==> src/rtl/uart_frame_rx.sv <==
// Frame assembler behind the UART receiver: SOF, LEN, payload, CHK.
// The buffered payload is replayed over a valid/ready stream.
module uart_frame_rx #(
   parameter int             DW      = 8,
   parameter int             MAX_LEN = 16,
   parameter logic [DW-1:0]  SOF     = 8'hFE,
   parameter int             TIMEOUT = 8680
) (
   input  logic                         clk,
   input  logic                         rst,
   input  logic                         rx_rcv,
   input  logic [DW-1:0]                rx_data,
   input  logic                         rx_par_err,
   output logic                         out_valid,
   input  logic                         out_ready,
   output logic [DW-1:0]                out_data,
   output logic                         out_last,
   output logic [$clog2(MAX_LEN+1)-1:0] out_len,
   output logic                         busy,
   output logic                         err_chk,
   output logic                         err_par,
   output logic                         err_len,
   output logic                         err_tmo,
   output logic                         err_ovr
);

   localparam int LW = $clog2(MAX_LEN+1);
   localparam int IW = $clog2(MAX_LEN);
   localparam int TW = $clog2(TIMEOUT);

   typedef enum logic [2:0] {
      S_IDLE, S_LEN, S_PAYLOAD, S_CHK, S_OUT
   } state_t;

   state_t        state_q, state_d;
   logic [LW-1:0] len_q, len_d;
   logic [LW-1:0] wr_idx_q, wr_idx_d;
   logic [LW-1:0] rd_idx_q, rd_idx_d;
   logic [DW-1:0] sum_q, sum_d;
   logic [TW-1:0] tmo_q, tmo_d;
   logic          mem_we;
   logic          e_chk, e_par, e_len, e_tmo, e_ovr;
   logic [DW-1:0] mem [MAX_LEN];

   always_comb begin
      state_d  = state_q;
      len_d    = len_q;
      wr_idx_d = wr_idx_q;
      rd_idx_d = rd_idx_q;
      sum_d    = sum_q;
      tmo_d    = '0;
      mem_we   = 1'b0;
      e_chk    = 1'b0;
      e_par    = 1'b0;
      e_len    = 1'b0;
      e_tmo    = 1'b0;
      e_ovr    = 1'b0;
      case (state_q)
         S_IDLE: begin
            if (rx_rcv && !rx_par_err && rx_data == SOF)
               state_d = S_LEN;
         end
         S_LEN: begin
            if (rx_rcv) begin
               if (rx_par_err) begin
                  e_par   = 1'b1;
                  state_d = S_IDLE;
               end else if (rx_data == '0 || rx_data > DW'(MAX_LEN)) begin
                  e_len   = 1'b1;
                  state_d = S_IDLE;
               end else begin
                  len_d    = LW'(rx_data);
                  sum_d    = rx_data;
                  wr_idx_d = '0;
                  state_d  = S_PAYLOAD;
               end
            end
         end
         S_PAYLOAD: begin
            if (rx_rcv) begin
               if (rx_par_err) begin
                  e_par   = 1'b1;
                  state_d = S_IDLE;
               end else begin
                  mem_we   = 1'b1;
                  sum_d    = sum_q + rx_data;
                  wr_idx_d = wr_idx_q + 1'b1;
                  if (wr_idx_q == len_q - 1'b1)
                     state_d = S_CHK;
               end
            end
         end
         S_CHK: begin
            if (rx_rcv) begin
               if (rx_par_err) begin
                  e_par   = 1'b1;
                  state_d = S_IDLE;
               end else if (rx_data == sum_q) begin
                  rd_idx_d = '0;
                  state_d  = S_OUT;
               end else begin
                  e_chk   = 1'b1;
                  state_d = S_IDLE;
               end
            end
         end
         S_OUT: begin
            e_ovr = rx_rcv;
            if (out_ready) begin
               if (rd_idx_q == len_q - 1'b1)
                  state_d = S_IDLE;
               else
                  rd_idx_d = rd_idx_q + 1'b1;
            end
         end
         default: state_d = S_IDLE;
      endcase
      // an arriving byte always beats an expiring idle counter
      if (state_q inside {S_LEN, S_PAYLOAD, S_CHK} && !rx_rcv) begin
         if (tmo_q == TW'(TIMEOUT-1)) begin
            e_tmo   = 1'b1;
            state_d = S_IDLE;
         end else begin
            tmo_d = tmo_q + 1'b1;
         end
      end
   end

   always_ff @(posedge clk or negedge rst) begin
      if (!rst) begin
         state_q   <= S_IDLE;
         len_q     <= '0;
         wr_idx_q  <= '0;
         rd_idx_q  <= '0;
         sum_q     <= '0;
         tmo_q     <= '0;
         out_valid <= 1'b0;
         out_data  <= '0;
         out_last  <= 1'b0;
         out_len   <= '0;
         busy      <= 1'b0;
         err_chk   <= 1'b0;
         err_par   <= 1'b0;
         err_len   <= 1'b0;
         err_tmo   <= 1'b0;
         err_ovr   <= 1'b0;
      end else begin
         state_q   <= state_d;
         len_q     <= len_d;
         wr_idx_q  <= wr_idx_d;
         rd_idx_q  <= rd_idx_d;
         sum_q     <= sum_d;
         tmo_q     <= tmo_d;
         out_valid <= (state_d == S_OUT);
         out_data  <= (state_d == S_OUT) ? mem[rd_idx_d[IW-1:0]] : '0;
         out_last  <= (state_d == S_OUT) && (rd_idx_d == len_q - 1'b1);
         out_len   <= (state_d == S_OUT) ? len_q : '0;
         busy      <= (state_d != S_IDLE);
         err_chk   <= e_chk;
         err_par   <= e_par;
         err_len   <= e_len;
         err_tmo   <= e_tmo;
         err_ovr   <= e_ovr;
      end
   end

   // payload buffer needs no reset; it is only read after a full frame
   always_ff @(posedge clk) begin
      if (mem_we)
         mem[wr_idx_q[IW-1:0]] <= rx_data;
   end

endmodule
==> config.mk <==
export PLATFORM = sky130hd
export DESIGN_NAME = uart_frame_rx
export DESIGN_NICKNAME = d
export VERILOG_FILES = /design/src/rtl/uart_frame_rx.sv
export SDC_FILE = /design/constraint.sdc
export NUM_CORES = 1
export LEC_CHECK = 0
export CELL_PAD_IN_SITES_DETAIL_PLACEMENT = 1
export CELL_PAD_IN_SITES_GLOBAL_PLACEMENT = 1
export CORE_MARGIN = 3
export CORE_UTILIZATION = 45
export CTS_CLUSTER_DIAMETER = 120
export DETAILED_ROUTE_END_ITERATION = 10
export GPL_TIMING_DRIVEN = 0
export PLACE_DENSITY = 0.74
export SLEW_MARGIN = 25
export SYNTH_ARGS = -nofsm -noshare
export SYNTH_HDL_FRONTEND = slang
export SYNTH_SLANG_ARGS = --single-unit
==> constraint.sdc <==
create_clock -name clk -period 3.8 [get_ports clk]
set_input_delay 0.76 -clock clk [delete_from_list [all_inputs] [get_ports clk]]
set_output_delay 0.76 -clock clk [all_outputs]
set_load 0.02 [all_outputs]
-- Word level (Yosys, flattened, before mapping)
Memories as Yosys holds them, arrays and structs flattened.
Cells that the tools add are included.
- memory bits (writable): 128
- logic and storage cells: 112
- input port bits: 13
- output and inout port bits: 21
- memories: 1
- bits in registers: 61
- reductions and logical operators: 15
- equality and inequality tests: 16
- add/subtract/negate cells: 5
- order comparisons: 1
- multiplexer cells: 56
- bitwise logic cells: 2
- memory list (name ; depth ; width ; read ports ; clocked after memory_dff ; write ports ; line ; text):
    mem ; 16 ; 8 ; 1 ; 0 ; 1 ; 43 ; logic [DW-1:0] mem [MAX_LEN];
- operator list (operator ; number):
    two-way mux 5 bit ; 11
    two-way mux 8 bit ; 6
    two-way mux 3 bit ; 12
    two-way mux 14 bit ; 2
    one-hot mux 5 bit (2 select lines) ; 2
    two-way mux 1 bit ; 19
    one-hot mux 8 bit (2 select lines) ; 1
    == test 5 bit ; 3
    one-hot mux 3 bit (5 select lines) ; 1
    adder 14 x 1 -> 14 bit (second input constant) ; 1
    == test 14 bit (second input constant) ; 1
    adder 5 x 1 -> 5 bit (second input constant) ; 2
    inequality test 2 bit (second input constant) ; 5
    adder 8 bit ; 1
    == test 8 bit ; 1
    == test 8 bit (second input constant) ; 1
    > comparator 8 x 5 -> 1 bit (second input constant) ; 1
    zero test 8 bit ; 1
    == test 3 x 2 -> 1 bit (second input constant) ; 2
    == test 3 bit (second input constant) ; 2
    AND reduction 6 bit ; 1
    nonzero test 3 bit ; 2
    subtractor 5 x 1 -> 5 bit (second input constant) ; 1
    logical AND 1 bit ; 4
    9 further kinds ; 12

-- Logic depth before layout (Yosys ltp)
Gate-level depths: netlist of run 1.
- depth in word-level cells: 10
- gate-level depth with buffers: 13
- mapped depth without buffers: 12

-- Least setup slack after synthesis of run 1
Ideal clock, no wire load.
- kind: reg2reg
- start: register len_q[0]
- end: register out_data[0]
- clock period less this slack: 3115 ps
- arrival: 2980 ps
- cell stages (with the launch flop): 13
- path slack: 685 ps
- data required time: 3665 ps
- cells stage by stage: dfrtp_1 > inv_1 > ha_1 > nor3b_1 > and3_1 > o311a_1 > nor2_1 > mux2i_1 > buf_2 > buf_2 > mux2_2 > o211ai_1 > nand4_1
- longest elaborated chain between the ends: 10
- ends and longest elaborated chain (element ; line ; text):
    start, declared ; 36 ; logic [LW-1:0] len_q, len_d;
    start signal, assigned ; 149 ; len_q <= len_d;
    subtractor 5 x 1 -> 5 bit (*) ; 88, 110 ;
    == test 5 bit ; 88 ; if (wr_idx_q == len_q - 1'b1)
    two-way mux 3 bit ; 88 ;
    two-way mux 3 bit ; 81 ; if (rx_par_err) begin
    two-way mux 3 bit ; 80 ; if (rx_rcv) begin
    one-hot mux 3 bit (5 select lines) ; 58 ; case (state_q)
    two-way mux 3 bit ; 120 ; if (tmo_q == TW'(TIMEOUT-1)) begin
    two-way mux 3 bit ; 119 ; if (state_q inside {S_LEN, S_PAYLOAD, S_CHK} && !rx_rcv) begin
    == test 3 bit ; 155 ; out_data <= (state_d == S_OUT) ? mem[rd_idx_d[IW-1:0]] : '0;
    two-way mux 8 bit (*) ; 155 ;
    end signal, assigned ; 155 ;
    end, declared ; 16 ; output logic [DW-1:0] out_data,
Every way passes the cells marked *; elsewhere a longest branch is shown, timed or not.
A chain may end at the register's enable or synchronous reset.

-- Worst setup path after layout of run 1
- start: input port rx_data[2]
- end: register out_data[3]
- longest elaborated chain between the ends: 10
- ends and longest elaborated chain (element ; line ; text):
    start, declared ; 12 ; input logic [DW-1:0] rx_data,
    > comparator 8 x 5 -> 1 bit / zero test 8 bit (equally long branches) ; 68 ; end else if (rx_data == '0 || rx_data > DW'(MAX_LEN)) begin
    logical OR 1 bit ; 68 ;
    two-way mux 2 bit ; 68 ;
    two-way mux 2 bit ; 65 ; if (rx_par_err) begin
    two-way mux 3 bit ; 64 ; if (rx_rcv) begin
    one-hot mux 3 bit (5 select lines) ; 58 ;
    two-way mux 3 bit ; 120 ;
    two-way mux 3 bit ; 119 ;
    == test 3 bit ; 155 ;
    two-way mux 8 bit (*) ; 155 ;
Marks and branches as above.

==> reports/results.txt, run 1 <==
Dividing the detail-routed wire length by the instance count gives 23.01 µm. The region available for standard cell placement spans 17600 µm². The final antenna diode count is 0. For this design the ratio of total power to cell area is 624.6 nW/µm².

During synthesis, Yosys emitted a total of 0 warnings. After synthesis, the cell types taking the most area are sky130_fd_sc_hd__edfxtp_1 (47%), sky130_fd_sc_hd__dfrtp_1 (18%), sky130_fd_sc_hd__mux2_2 (4.1%). The post-route clock skew was 0.01123 ns. For this configuration, the core starts out at a cell density of 46.90%. Via count of the first global-routing pass: 5701.

STA classifies the critical path startpoint as a primary input. The number of clock buffers added by TritonCTS is 17. After filler insertion, the fill cell instance count of the layout stands at 1746. Entering global routing, the biggest net connects 39 pins.

The total overflow left after global routing is 0. After floorplanning, the core was divided into 48 placement rows. The measured slew at the worst slew-check pin is 0.8874 ns, and the vias after detailed routing is 5195.

The number of cells on the worst reg-to-reg path is 12, and the achievable frequency is 271.5 MHz. For this run, the register share of the synthesized area comes to 65.07%. The total length of routed wires is 20800 µm, and the fraction of layout instances using a drive strength above 1 is 13.70%.

The flow ran to the end, and the final reports show no timing, DRC or antenna violations. For the top-level I/O count, the log shows 34. Setup violations remaining at the end of the flow were counted as 0. Total power for the finished layout comes to 5.977 mW.

Summing every instance area after synthesis gives 8253 µm². Counting every net in the synthesized netlist gives 642. The area of combinational cells with multiple inputs was 2760 µm². Leaving out fill and tap cells, the most frequent cell in the layout is sky130_fd_sc_hd__edfxtp_1. The clock reaches the later pin of the worst-skew pair after 0.44 ns. The tools report the root buffer cell as sky130_fd_sc_hd__clkbuf_16. The detailed placement HPWL was 13710 µm; the relative area change from synthesis to final layout was 15.95%.

Data on the critical path arrives at its endpoint at 3.96 ns. Across the whole layout, storage elements account for 5370 µm². Net switching is 31.26% of the power.

The tools report the final-report hold violation count as 0. Of all flip-flops after synthesis, the portion carrying an async set or reset was 32.28%. The startpoint of the worst-slack reg-to-reg timing path was len_q[0]. Max-cap violations in this run came to 0. Synthesis instantiated 52 different standard cells from the library. TritonCTS built the clock tree.

The post-layout net count was 694; the mean area per synthesized cell was 13.44 µm². The library cell with the largest summed area after synthesis is sky130_fd_sc_hd__edfxtp_1. Subtracting the final worst setup slack from the clock period gives 3.684 ns.

In this run the horizontal extent of the chip is 141.4 µm. The logs give 32290 µm for the global-route wire length before repair and 20000 µm² for the full die area. The reported net switching power came out at 1.869 mW. For flop-to-flop paths, the worst setup slack is 0.15 ns. The DRC marker count from the first detailed-route iteration is 256. Final weighted congestion in routability-driven placement: 0.8090. Synthesis inferred 189 register bits. The proportion of power drawn by flip-flops and latches is 39.3%, and the number of input and output port buffers inserted is 33. Of all nets on the critical path, the largest fanout is 21. The internal power was 4.108 mW; the fraction of synthesized cell area taken by the top area cell type was 46.57%.

Combinational logic burns 28.1% of the power. The tools report the critical register-to-register path endpoint as out_data[3]. Once detail routing completed, the nets flagged for antenna violations numbered 0. The worst-case IR drop observed on VDD is 394.1 µV. For the DRC violations left, the log shows 0. The clock passes through at most 2 buffers. The number of hold-repair buffers added at the cts stage came out at 0.

The normalized max-slew margin is 40.84%, and the total negative slack is 0 ns. The max-slew violation total from the final report came out at 0. In the routed layout, each cell is associated on average with a via count of 5.747. The critical path in this run is classified as primary input to flop. The first TritonRoute pass finished after 5 iterations.

The run gives 4 as the H-tree depth. The most used flip-flop cell after synthesis is sky130_fd_sc_hd__edfxtp_1. Clock-pin slew was measured on the worst setup and hold paths at 0.07 ns. The min-delay analysis places its worst path in the category primary input to async pin. Leaving out fill and tap cells, the most frequent cells in the layout are sky130_fd_sc_hd__edfxtp_1 (128), sky130_fd_sc_hd__dfrtp_1 (61), sky130_fd_sc_hd__nand2_1 (55), sky130_fd_sc_hd__nor2_1 (44), sky130_fd_sc_hd__mux2_2 (30).

The post-route fraction of the period consumed by the critical path works out to 96.94%. The run gives 21.37% as the global-route usage over all layers. STA classifies the critical path endpoint as a flop. In this run, synthesis inferred 128 flip-flops with an integrated enable.

Buffers added to address setup during post-CTS repair amount to 0. The logs give 614 for the post-synthesis cell count and 189 for the clock sink count. The clock network fraction of total power was 32.7%. In this run the vertical extent of the chip is 141.4 µm. For this design the static power due to leakage is 3.607 nW. The logs give 0 for the number of antenna violations at the first check in global routing and 4.07 ns for the endpoint required time on the critical path.
worst max-delay path by stage:
stage          startpoint     endpoint  slack (ns)  depth (start not counted)
6_report       rx_data[2]  out_data[3]        0.12                         12
4_1_cts        rx_data[1]  out_data[3]        0.02                         11
2_1_floorplan    len_q[0]  out_data[0]        0.69                         12
3_3_place_gp   rx_data[4]  out_data[6]       -0.94                         11
3_5_place_dp   rx_data[4]  out_data[1]       -1.10                         13
5_1_grt        rx_data[0]  out_data[3]       -0.05                         11
flip-flops by register name (all words and copies together) (netlist names), 3 cells and up:
| name | count |
|---|---|
| len_q | 5 |
| mem | 128 |
| out_data | 8 |
| out_len | 5 |
| rd_idx_q | 5 |
| state_q | 3 |
| sum_q | 8 |
| tmo_q | 14 |
| wr_idx_q | 5 |
critical path, stage by stage:
cell                              delay (ns)
sky130_fd_sc_hd__clkdlybuf4s15_2        0.44
sky130_fd_sc_hd__ha_1                   0.50
sky130_fd_sc_hd__nor3_1                 0.07
sky130_fd_sc_hd__and3_1                 0.20
sky130_fd_sc_hd__nand2_1                0.30
sky130_fd_sc_hd__nand2_1                0.14
sky130_fd_sc_hd__mux2i_2                0.30
sky130_fd_sc_hd__buf_6                  0.22
sky130_fd_sc_hd__buf_4                  0.25
sky130_fd_sc_hd__mux2_2                 0.35
sky130_fd_sc_hd__o211ai_1               0.21
sky130_fd_sc_hd__nand4_1                0.18
cells by family (layout without fill, tap and decap cells):
family	after synthesis	count (layout)	synth area share (%)
compound gates	73	73	6.307
xor+xnor	39	39	4.397
fa+ha+maj	15	15	2.365
buf+inv	39	104	1.880
flops	189	189	65.07
mux	64	64	8.278
simple gates	195	195	11.70
power groups by stage:
stage | registers [mW] | logic, mW | clock network, mW
after global routing | 2.35 | 1.80 | 2.06
after CTS | 2.35 | 1.62 | 1.97
final | 2.35 | 1.68 | 1.95
after global placement | 2.38 | 1.52 | 0
after floorplan | 2.42 | 0.995 | 0
after detailed placement | 2.39 | 1.58 | 0
synthesized netlist by cell type, types with 4 or more instances:
| cell type | number |
|---|---|
| sky130_fd_sc_hd__inv_1 | 15 |
| sky130_fd_sc_hd__nor3_1 | 11 |
| sky130_fd_sc_hd__o22ai_1 | 5 |
| sky130_fd_sc_hd__nor4_1 | 7 |
| sky130_fd_sc_hd__o21ai_0 | 8 |
| sky130_fd_sc_hd__and3_1 | 10 |
| sky130_fd_sc_hd__nand2_1 | 55 |
| sky130_fd_sc_hd__nand3_1 | 11 |
| sky130_fd_sc_hd__ha_1 | 14 |
| sky130_fd_sc_hd__mux2i_1 | 33 |
| sky130_fd_sc_hd__clkbuf_1 | 15 |
| sky130_fd_sc_hd__xor2_1 | 18 |
| sky130_fd_sc_hd__nand3b_1 | 5 |
| sky130_fd_sc_hd__or3_1 | 4 |
| sky130_fd_sc_hd__a21oi_1 | 10 |
| sky130_fd_sc_hd__nor2_1 | 47 |
| sky130_fd_sc_hd__nand4_1 | 13 |
| sky130_fd_sc_hd__o211ai_1 | 22 |
| sky130_fd_sc_hd__and2_1 | 17 |
| sky130_fd_sc_hd__edfxtp_1 | 128 |
| sky130_fd_sc_hd__xnor2_1 | 19 |
| sky130_fd_sc_hd__nor3b_1 | 5 |
| sky130_fd_sc_hd__dfrtp_1 | 61 |
| sky130_fd_sc_hd__a211o_1 | 7 |
| sky130_fd_sc_hd__buf_2 | 7 |
| sky130_fd_sc_hd__mux2_2 | 30 |
layer usage:
layer / GRT usage [%] / wire length (µm)
met1: 26.56 / 8964
met5: 0 / 0
met3: 3.876 / 643
met2: 38.07 / 10760
met4: 6.566 / 432
stage by stage:
stage | worst slack (ns) | std cells | instance area (µm²) | util (%) | hold slack (ns)
3_3_place_gp | -0.9443 | 872 | 8865 | 50.38 | 0.4708
5_1_grt | -0.04563 | 904 | 9569 | 54.38 | 0.2334
4_1_cts | 0.01588 | 905 | 9543 | 54.23 | 0.2253
6_report | 0.1164 | 904 | 9569 | 54.38 | 0.2301
2_1_floorplan | 0.6851 | 614 | 8253 | - | 0.4538
3_5_place_dp | -1.099 | 873 | 8882 | 50.48 | 0.4807
what timing repair did:
action / CTS / global route
pin swaps: 0 / 0
gates resized for setup: 23 / 23
cloned: 0 / 0
endpoints found under the hold margin: 0 / 0
setup endpoints to repair: 11 / 9
cell type report:
type / instances / share of cell area [%]
sequential: 189 / 56.12
inverter: 17 / 0.6668
multi-input combinational: 386 / 28.84
clock inverter: 15 / 2.301
buffer: 21 / 1.177
tap: 225 / 2.942
timing repair buffer: 34 / 3.504
clock buffer: 17 / 4.446
(Power assumes the default switching activity.)
==> run 2: changes to the inputs <==
- CTS_CLUSTER_DIAMETER: 120 -> unset
- RECOVER_POWER: unset -> 25
==> run 2 against run 1 <==
Against the previous run:
- the run now ends with capacitance limit, slew limit left
- wire length is essentially flat
- hold slack improved by 0.26 ns
- via count about the same
- critical path type unchanged
- largest power group unchanged
==> reports/results.txt, run 2 (synthesis gave the netlist of run 1 again) <==
Global-route usage over all layers: 21.37% (unchanged). The routed length on met3 is 734 µm (was 643 µm). The tools report the nature of the critical path startpoint as a primary input (unchanged). The chip height works out to 141.4 µm (unchanged). The routed length on met1 was 8863 µm (was 8964 µm); the x dimension of the die was 141.4 µm (unchanged). The final cell area excluding filler cells was 9558 µm² (was 9569 µm²); the clock latency at the later pin of the worst-skew pair was 0.43 ns (was 0.44 ns).

The full die area came out at 20000 µm² (unchanged). The final antenna diode count came out at 0 (unchanged). The tools report the root buffer cell as sky130_fd_sc_hd__clkbuf_16 (unchanged).

The leakage power of the design was 3.607 nW (about the same); the number of clock buffers inserted by TritonCTS was 17 (unchanged). Count of endpoints failing setup in the final report: 0 (unchanged). The fraction of layout instances using a drive strength above 1 works out to 13.40% (was 13.70%). The top metal layer carrying routed signals was met4 (unchanged). The logs give 0 (unchanged) for the number of antenna violations at the first check in global routing and 904 (unchanged) for the final non-filler cell total. For the total of fill cells in the finished design, the log shows 1746 (unchanged). The tools report the detailed placement HPWL as 13710 µm (unchanged).

The global-route wire length before repair is 32290 µm (unchanged), and the number of input and output port buffers inserted is 33 (unchanged). The top-level I/O count was 34 (unchanged). The number of maximum-capacitance violations was 1 (was 0). Worst-case register-to-register setup slack: 0.16 ns (was 0.15 ns).

The residual antenna-violating net count after detailed routing is 0 (unchanged), and the ratio of routed vias to standard cells is 5.751 (was 5.747). The average routed wire per standard cell was 23.03 µm (was 23.01 µm); the largest voltage drop on the vdd net was 394.0 µV (was 394.1 µV). For the detailed-routing iteration count for the pre-antenna-repair pass, the log shows 5 (unchanged). The worst endpoint data arrival time is 3.94 ns (was 3.96 ns). The logs give 8882 µm² (unchanged) for the area of placed instances and 873 (unchanged) for the cell total after placement. Leading cell type in the layout, fill and taps excluded: sky130_fd_sc_hd__edfxtp_1 (unchanged).

For the final weighted congestion in routability-driven placement, the log shows 0.8090 (unchanged). The logs give 5701 (unchanged) for the via count of the first global-routing pass and 0 (unchanged) for the number of hold-repair buffers added at the cts stage. The total core area came out at 17600 µm² (unchanged). The largest net degree at the start of global routing is 39 (unchanged), and the post-route clock skew is 0.01107 ns (was 0.01123 ns). The critical path capture point type is a flop (unchanged).

The H-tree depth was 4 (unchanged); the number of flip-flops under the largest register name was 128 (unchanged). The run gives 46.90% (unchanged) as the starting density of the core. The highest fanout seen on the critical path works out to 21 (unchanged). Commonest cells after routing, fill and taps aside: sky130_fd_sc_hd__edfxtp_1 (128), sky130_fd_sc_hd__dfrtp_1 (61), sky130_fd_sc_hd__nand2_1 (55), sky130_fd_sc_hd__nor2_1 (44), sky130_fd_sc_hd__mux2_2 (30) (unchanged). The post-layout net count was 694 (unchanged); the total length of routed wires was 20820 µm (was 20800 µm).

The endpoint required time on the critical path is 4.08 ns (was 4.07 ns). The number of buffers on the longest clock path was 2 (unchanged). The remaining global-route overflow is 0 (unchanged), and the clock slew seen by the registers of the worst setup and hold paths is 0.07 ns (about the same). The ratio of total power to cell area is 625.2 nW/µm² (was 624.6 nW/µm²). For the length of routed met2 wiring, the log shows 10790 µm (was 10760 µm). The logs give 0 (unchanged) for the DRC violations left and -26.80% (was 40.84%) for the normalized max-slew margin. The checks that failed: capacitance limit, slew limit.

The flow ran to the end, but the final reports show violations. The tools report the max-slew violation total from the final report as 39 (was 0). The total chip power was 5.975 mW (was 5.977 mW); the measured slew at the worst slew-check pin was 1.902 ns (was 0.8874 ns). DRC marker count from the first detailed-route iteration: 258 (was 256). The time the final worst path needs with I/O delays and setup works out to 3.669 ns (was 3.684 ns). The clock sink count is 189 (unchanged), and the storage element area is 5370 µm² (unchanged). The tools report the number of placement rows as 48 (unchanged). The relative area change from synthesis to final layout works out to 15.81% (was 15.95%).

The area of combinational cells with multiple inputs is 2760 µm² (unchanged). The vias after detailed routing came out at 5199 (was 5195). Post-route fraction of the period consumed by the critical path: 96.55% (was 96.94%). The class of the tightest hold or removal check is flop to flop (was primary input to async pin). Startpoint-to-endpoint class of the critical path: primary input to flop (unchanged). For the final-report hold violation count, the log shows 0 (unchanged).

The achievable frequency came out at 272.6 MHz (was 271.5 MHz). TritonCTS built the clock tree.
## run 2: cell count changes in the layout (fill, tap and decap cells not counted)
| cell | change |
|---|---|
| sky130_fd_sc_hd__clkbuf_1 | +1 |
| sky130_fd_sc_hd__buf_4 | -1 |
| sky130_fd_sc_hd__dlymetal6s4s_1 | +1 |
| sky130_fd_sc_hd__buf_12 | -1 |
## run 2: metal layers
metal  global-route usage (%)  vias up
met4                    6.566        0
met2                    38.07      116
met5                        0        -
met1                    26.56     2684
li1                         -     2366
met3                    3.876       33
## run 2: layout make-up
| type | count | share of cell area, % |
|---|---|---|
| buffer | 21 | 1.178 |
| clock buffer | 17 | 4.451 |
| clock inverter | 15 | 2.304 |
| inverter | 17 | 0.6676 |
| multi-input combinational | 386 | 28.88 |
| sequential | 189 | 56.19 |
| tap | 225 | 2.945 |
| timing repair buffer | 34 | 3.390 |
## run 2: through the flow
step / setup TNS (ns) / hold WS [ns] / utilization [%] / setup slack, ns
floorplan: 0 / 0.4538 / - / 0.6851
global placement: -20.65 / 0.4708 / 50.38 / -0.9443
detailed placement: -13.62 / 0.4807 / 50.48 / -1.099
CTS: 0 / 0.2253 / 54.23 / 0.01588
global route: -0.1140 / 0.5305 / 54.32 / -0.04563
finish: 0 / 0.4854 / 54.32 / 0.1310
## run 2: critical path, stage by stage
cell,delay [ns]
sky130_fd_sc_hd__clkdlybuf4s15_2,0.44
sky130_fd_sc_hd__ha_1,0.50
sky130_fd_sc_hd__nor3_1,0.07
sky130_fd_sc_hd__and3_1,0.20
sky130_fd_sc_hd__nand2_1,0.29
sky130_fd_sc_hd__nand2_1,0.14
sky130_fd_sc_hd__mux2i_2,0.30
sky130_fd_sc_hd__buf_6,0.22
sky130_fd_sc_hd__buf_4,0.25
sky130_fd_sc_hd__mux2_2,0.35
sky130_fd_sc_hd__o211ai_1,0.21
sky130_fd_sc_hd__nand4_1,0.17
## run 2: path summary, 6_finish.rpt
check,start,end,depth (start not counted)
max in group asynchronous,rst,out_data[3],2
worst max-delay path,rx_data[2],out_data[3],12
min in group asynchronous,rst,tmo_q[11],1
worst min-delay path,tmo_q[0],tmo_q[0],1
worst max register to register,len_q[0],out_data[3],12
worst min register to register,tmo_q[0],tmo_q[0],1
## run 2: repair_timing
| item | CTS | global route |
|---|---|---|
| setup endpoints to repair | 11 | 9 |
| resized for setup | 23 | 23 |
| setup buffers | 0 | 0 |
## run 2: power by group
part	leakage (nW)	switching (mW)	internal, mW
sequential	1.97	0.0675	2.28
combinational	1.32	1.02	0.659
clock	0.320	0.784	1.17
